## config.mk

```make
export PLATFORM = sky130hd
export DESIGN_NAME = uart_tx_arb
export DESIGN_NICKNAME = d
export VERILOG_FILES = /design/src/rtl/uart_tx_arb.sv
export SDC_FILE = /design/constraint.sdc
export NUM_CORES = 1
export LEC_CHECK = 0
export CORE_MARGIN = 2
export CORE_UTILIZATION = 40
export DETAILED_ROUTE_END_ITERATION = 12
export MAX_ROUTING_LAYER = met4
export PLACE_DENSITY = 0.81
export SYNTH_ARGS = -nofsm -noshare
export SYNTH_HDL_FRONTEND = slang
export SYNTH_SLANG_ARGS = --single-unit
```

## constraint.sdc

```tcl
create_clock -name clk -period 2.99 [get_ports clk]
set_input_delay 0.598 -clock clk [delete_from_list [all_inputs] [get_ports clk]]
set_output_delay 0.598 -clock clk [all_outputs]
set_load 0.02 [all_outputs]
```

## src/rtl/uart_tx_arb.sv

```systemverilog
// Round-robin arbiter that hands bytes from N_REQ requesters to a single UART
// transmitter, one frame at a time, with a watchdog on the frame-done handshake.
module uart_tx_arb #(
  parameter  int N_REQ       = 4,
  parameter  int TIMEOUT_CYC = 65535,
  localparam int GW          = (N_REQ > 1) ? $clog2(N_REQ) : 1
) (
  input  logic                 clk,
  input  logic                 rst_n,
  input  logic [N_REQ-1:0]     req_valid,
  input  logic [8*N_REQ-1:0]   req_data,
  output logic [N_REQ-1:0]     req_ready,
  output logic [7:0]           tx_data,
  output logic                 tx_start,
  input  logic                 tx_busy,
  input  logic                 tx_done,
  output logic [GW-1:0]        grant_id,
  output logic                 arb_busy,
  output logic                 timeout_err
);

  typedef enum logic [1:0] {S_IDLE, S_LAUNCH, S_WAIT} state_t;

  localparam logic [GW-1:0] LAST_INIT = GW'(N_REQ - 1);
  localparam logic [15:0]   WD_LAST   = 16'(TIMEOUT_CYC - 1);

  state_t             r_state;
  state_t             w_next;
  logic [GW-1:0]      r_last_gnt;
  logic [GW-1:0]      r_grant_id;
  logic [7:0]         r_tx_data;
  logic               r_tx_start;
  logic [15:0]        r_wdog;

  logic               w_hi_found;
  logic               w_lo_found;
  logic [GW-1:0]      w_hi_idx;
  logic [GW-1:0]      w_lo_idx;
  logic               w_win_found;
  logic [GW-1:0]      w_win_idx;
  logic [N_REQ-1:0]   w_onehot;
  logic [7:0]         w_win_byte;
  logic               w_accept;
  logic               w_timeout;

  // Split the search into indices above last_gnt (searched first) and the
  // wrapped-around remainder; the lowest valid index in each half wins.
  always_comb begin
    w_hi_found = 1'b0;
    w_lo_found = 1'b0;
    w_hi_idx   = '0;
    w_lo_idx   = '0;
    for (int i = N_REQ - 1; i >= 0; i--) begin
      if (req_valid[i]) begin
        if (i > int'(r_last_gnt)) begin
          w_hi_found = 1'b1;
          w_hi_idx   = GW'(i);
        end else begin
          w_lo_found = 1'b1;
          w_lo_idx   = GW'(i);
        end
      end
    end
  end

  assign w_win_found = w_hi_found | w_lo_found;
  assign w_win_idx   = w_hi_found ? w_hi_idx : w_lo_idx;

  always_comb begin
    w_onehot   = '0;
    w_win_byte = 8'h00;
    for (int i = 0; i < N_REQ; i++) begin
      if (w_win_found && (GW'(i) == w_win_idx)) begin
        w_onehot[i] = 1'b1;
        w_win_byte  = req_data[8*i +: 8];
      end
    end
  end

  assign w_accept  = (r_state == S_IDLE) && rst_n && !tx_busy && w_win_found;
  assign req_ready = w_accept ? w_onehot : '0;

  always_comb begin
    w_next    = r_state;
    w_timeout = 1'b0;
    case (r_state)
      S_IDLE: begin
        if (w_accept) w_next = S_LAUNCH;
      end
      S_LAUNCH: begin
        w_next = S_WAIT;
      end
      S_WAIT: begin
        // A done arriving on the expiry cycle still counts as success.
        if (tx_done) begin
          w_next = S_IDLE;
        end else if (r_wdog == WD_LAST) begin
          w_timeout = 1'b1;
          w_next    = S_IDLE;
        end
      end
      default: w_next = S_IDLE;
    endcase
  end

  always_ff @(posedge clk) begin
    if (!rst_n) begin
      r_state    <= S_IDLE;
      r_tx_start <= 1'b0;
      r_tx_data  <= 8'h00;
      r_grant_id <= '0;
      r_last_gnt <= LAST_INIT;
      r_wdog     <= '0;
    end else begin
      r_state    <= w_next;
      r_tx_start <= w_accept;
      if (w_accept) begin
        r_tx_data  <= w_win_byte;
        r_grant_id <= w_win_idx;
        r_last_gnt <= w_win_idx;
      end
      r_wdog <= ((r_state == S_WAIT) && (w_next == S_WAIT)) ? r_wdog + 16'd1 : 16'd0;
    end
  end

  assign tx_data     = r_tx_data;
  assign tx_start    = r_tx_start;
  assign grant_id    = r_grant_id;
  assign arb_busy    = (r_state != S_IDLE);
  assign timeout_err = w_timeout && rst_n;

endmodule

```

==> impl_metrics.ini <==
[status]
status = completed

[timing]
final_hold_viol_count = 0
fmax_ghz = 0.3579
drv_slew = 0
rsz0062_at_grt = no
min_period_ns = 2.794
setup_viol = 0
fin_skew_ns = 0.003041
tightest_slew_ns = 0.9140
min_period_over_period = 0.9346
max-slew-margin-rel = 0.3894

[global_route]
antenna_found_initial = 0
grt_pass1_vias = 1607
track_usage = 0.1909
grt_max_degree = 17
overflow = 0
grt_first_pass_wirelength_um = 7314

[synth]
ys_warn_count = 0
ys_types = 44
synth_top_area_frac = 0.3663
ys_ff_latch = 31
synth_cells = 192
async_reset_ff_frac = 0
synthTopCellsByCount = dfxtp_1, a32o_1, nor2_1
syn-num-nets = 234
yosysMostFrequentCell = dfxtp_1
seq_area_frac_synth = 0.3663
ys.flop_type = dfxtp_1
synth_area_leaders = dfxtp_1, a32o_1, o2bb2ai_1
synth_top_area_cell = dfxtp_1
syn_area_um2 = 1694
synth-edff-count = 0
syn_avg_cell_area_um2 = 8.824

[routing]
drc = 0
via_per_inst = 5.330
ant_nets = 0
drtIter0Drc = 74
wl_per_cell_um = 13.97
drt-total-wl_um = 4401
dr.pass1.iters = 6
route.vias.total = 1679

[power]
vdd_drop_max_mv = 0.2075
power_mw = 1.040
pwr_density_cell_nw_per_um2 = 417.8
cellLeakagePower_nw = 0.9727

[die]
die-area_um2 = 4772
die_width_um = 69.08
start_util = 0.4205
dieHeight_um = 69.08
rows = 23
core_um2 = 4029
ios = 57

[clock_tree]
cts_buffers = 5
cts_max_level = 2
cts_root_buffer = clkbuf_8
clockBufferDepth = 2
insertion_delay_ns = 0.28
clk_pin_slew_worst_paths_ns = 0.06
clock-sinks = 31
ctsHoldBuffers = 0
cts_setup_buffers = 0
cts_tree = built

[placed_design]
port_buffers = 56
gp_congestion = 0.8631
dp.final_hpwl_um = 3264
placed_area_um2 = 2402

[final_layout]
drive_above_1_share = 0.1396
nets = 306
syn_to_final_growth_pct = 46.90
antenna_cells = 0
postLayoutCellArea_um2 = 2489

[hold_path]
hold_path_class = reg -> reg

[critical_path]
required_ns = 2.39
crit_type = in -> out
cp_max_fo = 4
cp-start-kind = primary input
reg2reg_slack_ns = 0.76
endpoint_kind = output pin
critPathArrivalTime_ns = 2.20

[flow_run]
cap_viol_max_count = 0
[logic make-up after synthesis]
logic type | after synthesis | synth area share
adder cells (fa/ha/maj) | 2 | 0.01477
flip-flops | 31 | 0.3663
AO/OA/AOI/OAI | 60 | 0.2770
XOR/XNOR | 10 | 0.05170
buffers and inverters | 17 | 0.05612
multiplexers | 1 | 0.005909
AND/OR/NAND/NOR | 71 | 0.2282
[registers in the layout, indices dropped and copies added (netlist names)]
signal	count
tx_start	1
grant_id	2
r_wdog	16
r_last_gnt	2
tx_data	8
r_state	2
[power by group]
part	switching (mW)	internal (mW)	leakage [nW]	total [mW]
sequential	0.0156	0.433	0.252	0.449
clock	0.144	0.163	0.0422	0.307
combinational	0.128	0.156	0.679	0.284
[stage by stage]
| stage | hold slack (ns) | std cells | TNS (ns) | setup WS, ns | util |
|---|---|---|---|---|---|
| 2_1_floorplan | 0.4255 | 192 | 0 | 0.4591 | - |
| 3_3_place_gp | 0.4371 | 307 | -0.4730 | -0.1404 | 0.5963 |
| 3_5_place_dp | 0.4521 | 307 | -0.5332 | -0.1676 | 0.5963 |
| 4_1_cts | 0.4641 | 315 | 0 | 0.06947 | 0.6152 |
| 5_1_grt | 0.4835 | 315 | 0 | 0.08785 | 0.6177 |
| 6_report | 0.4553 | 315 | 0 | 0.1956 | 0.6177 |
[worst paths after layout]
kind              startpoint            to  cells past startpoint
setup reg to reg   r_wdog[2]     r_wdog[5]                      5
setup / recovery       rst_n  req_ready[2]                      7
hold reg to reg    r_wdog[0]     r_wdog[0]                      1
hold / removal     r_wdog[0]     r_wdog[0]                      1
[routing by layer]
layer  wire, um  GRT usage  up-vias
met1       2069     0.2457      762
met5          0          -        -
li1           -          -      856
met2       2047     0.2949       54
met4         61    0.06318        0
met3        222    0.04532        7
[layout make-up]
class	instances	area, um^2
Multi-Input combinational cell	144	978.4
Clock inverter	1	5.005
Tap cell	50	62.56
Inverter	4	15.01
Fill cell	359	1540
Sequential cell	31	620.6
Clock buffer	7	76.32
Timing Repair Buffer	78	730.7
[cells in the final DEF (no fill, tap or decap), drive strengths merged, types with 2 or more instances in the layout]
master / n
nor3: 3
nor2: 16
and3: 3
xor2: 9
dlygate4sd2: 4
dlymetal6s2s: 4
dfxtp: 31
ha: 2
nand4: 2
nand3b: 2
o21a: 3
a21oi: 16
nor2b: 2
clkdlybuf4s50: 48
or2: 3
and2: 5
nand2: 13
clkbuf: 7
or3: 9
a2bb2oi: 2
a32o: 16
inv: 4
o2bb2ai: 9
nand3: 6
buf: 22
and4: 2
o21ai: 7
[worst max-delay path, cell delays in order]
cell	delay, ns
clkdlybuf4s50_1	0.49
nor4b_2	0.20
buf_4	0.16
o41ai_2	0.06
buf_4	0.15
nor3_1	0.17
dlygate4sd2_1	0.36
[what timing repair did]
action / 4_1_cts / 5_1_grt
pin swaps: 0 / 0
hold endpoints to repair: 0 / 0
endpoints found under the setup margin: 4 / 4
gates cloned: 0 / 0
gates resized for setup: 4 / 4
No activity file was read; power rests on OpenSTA's default activity.
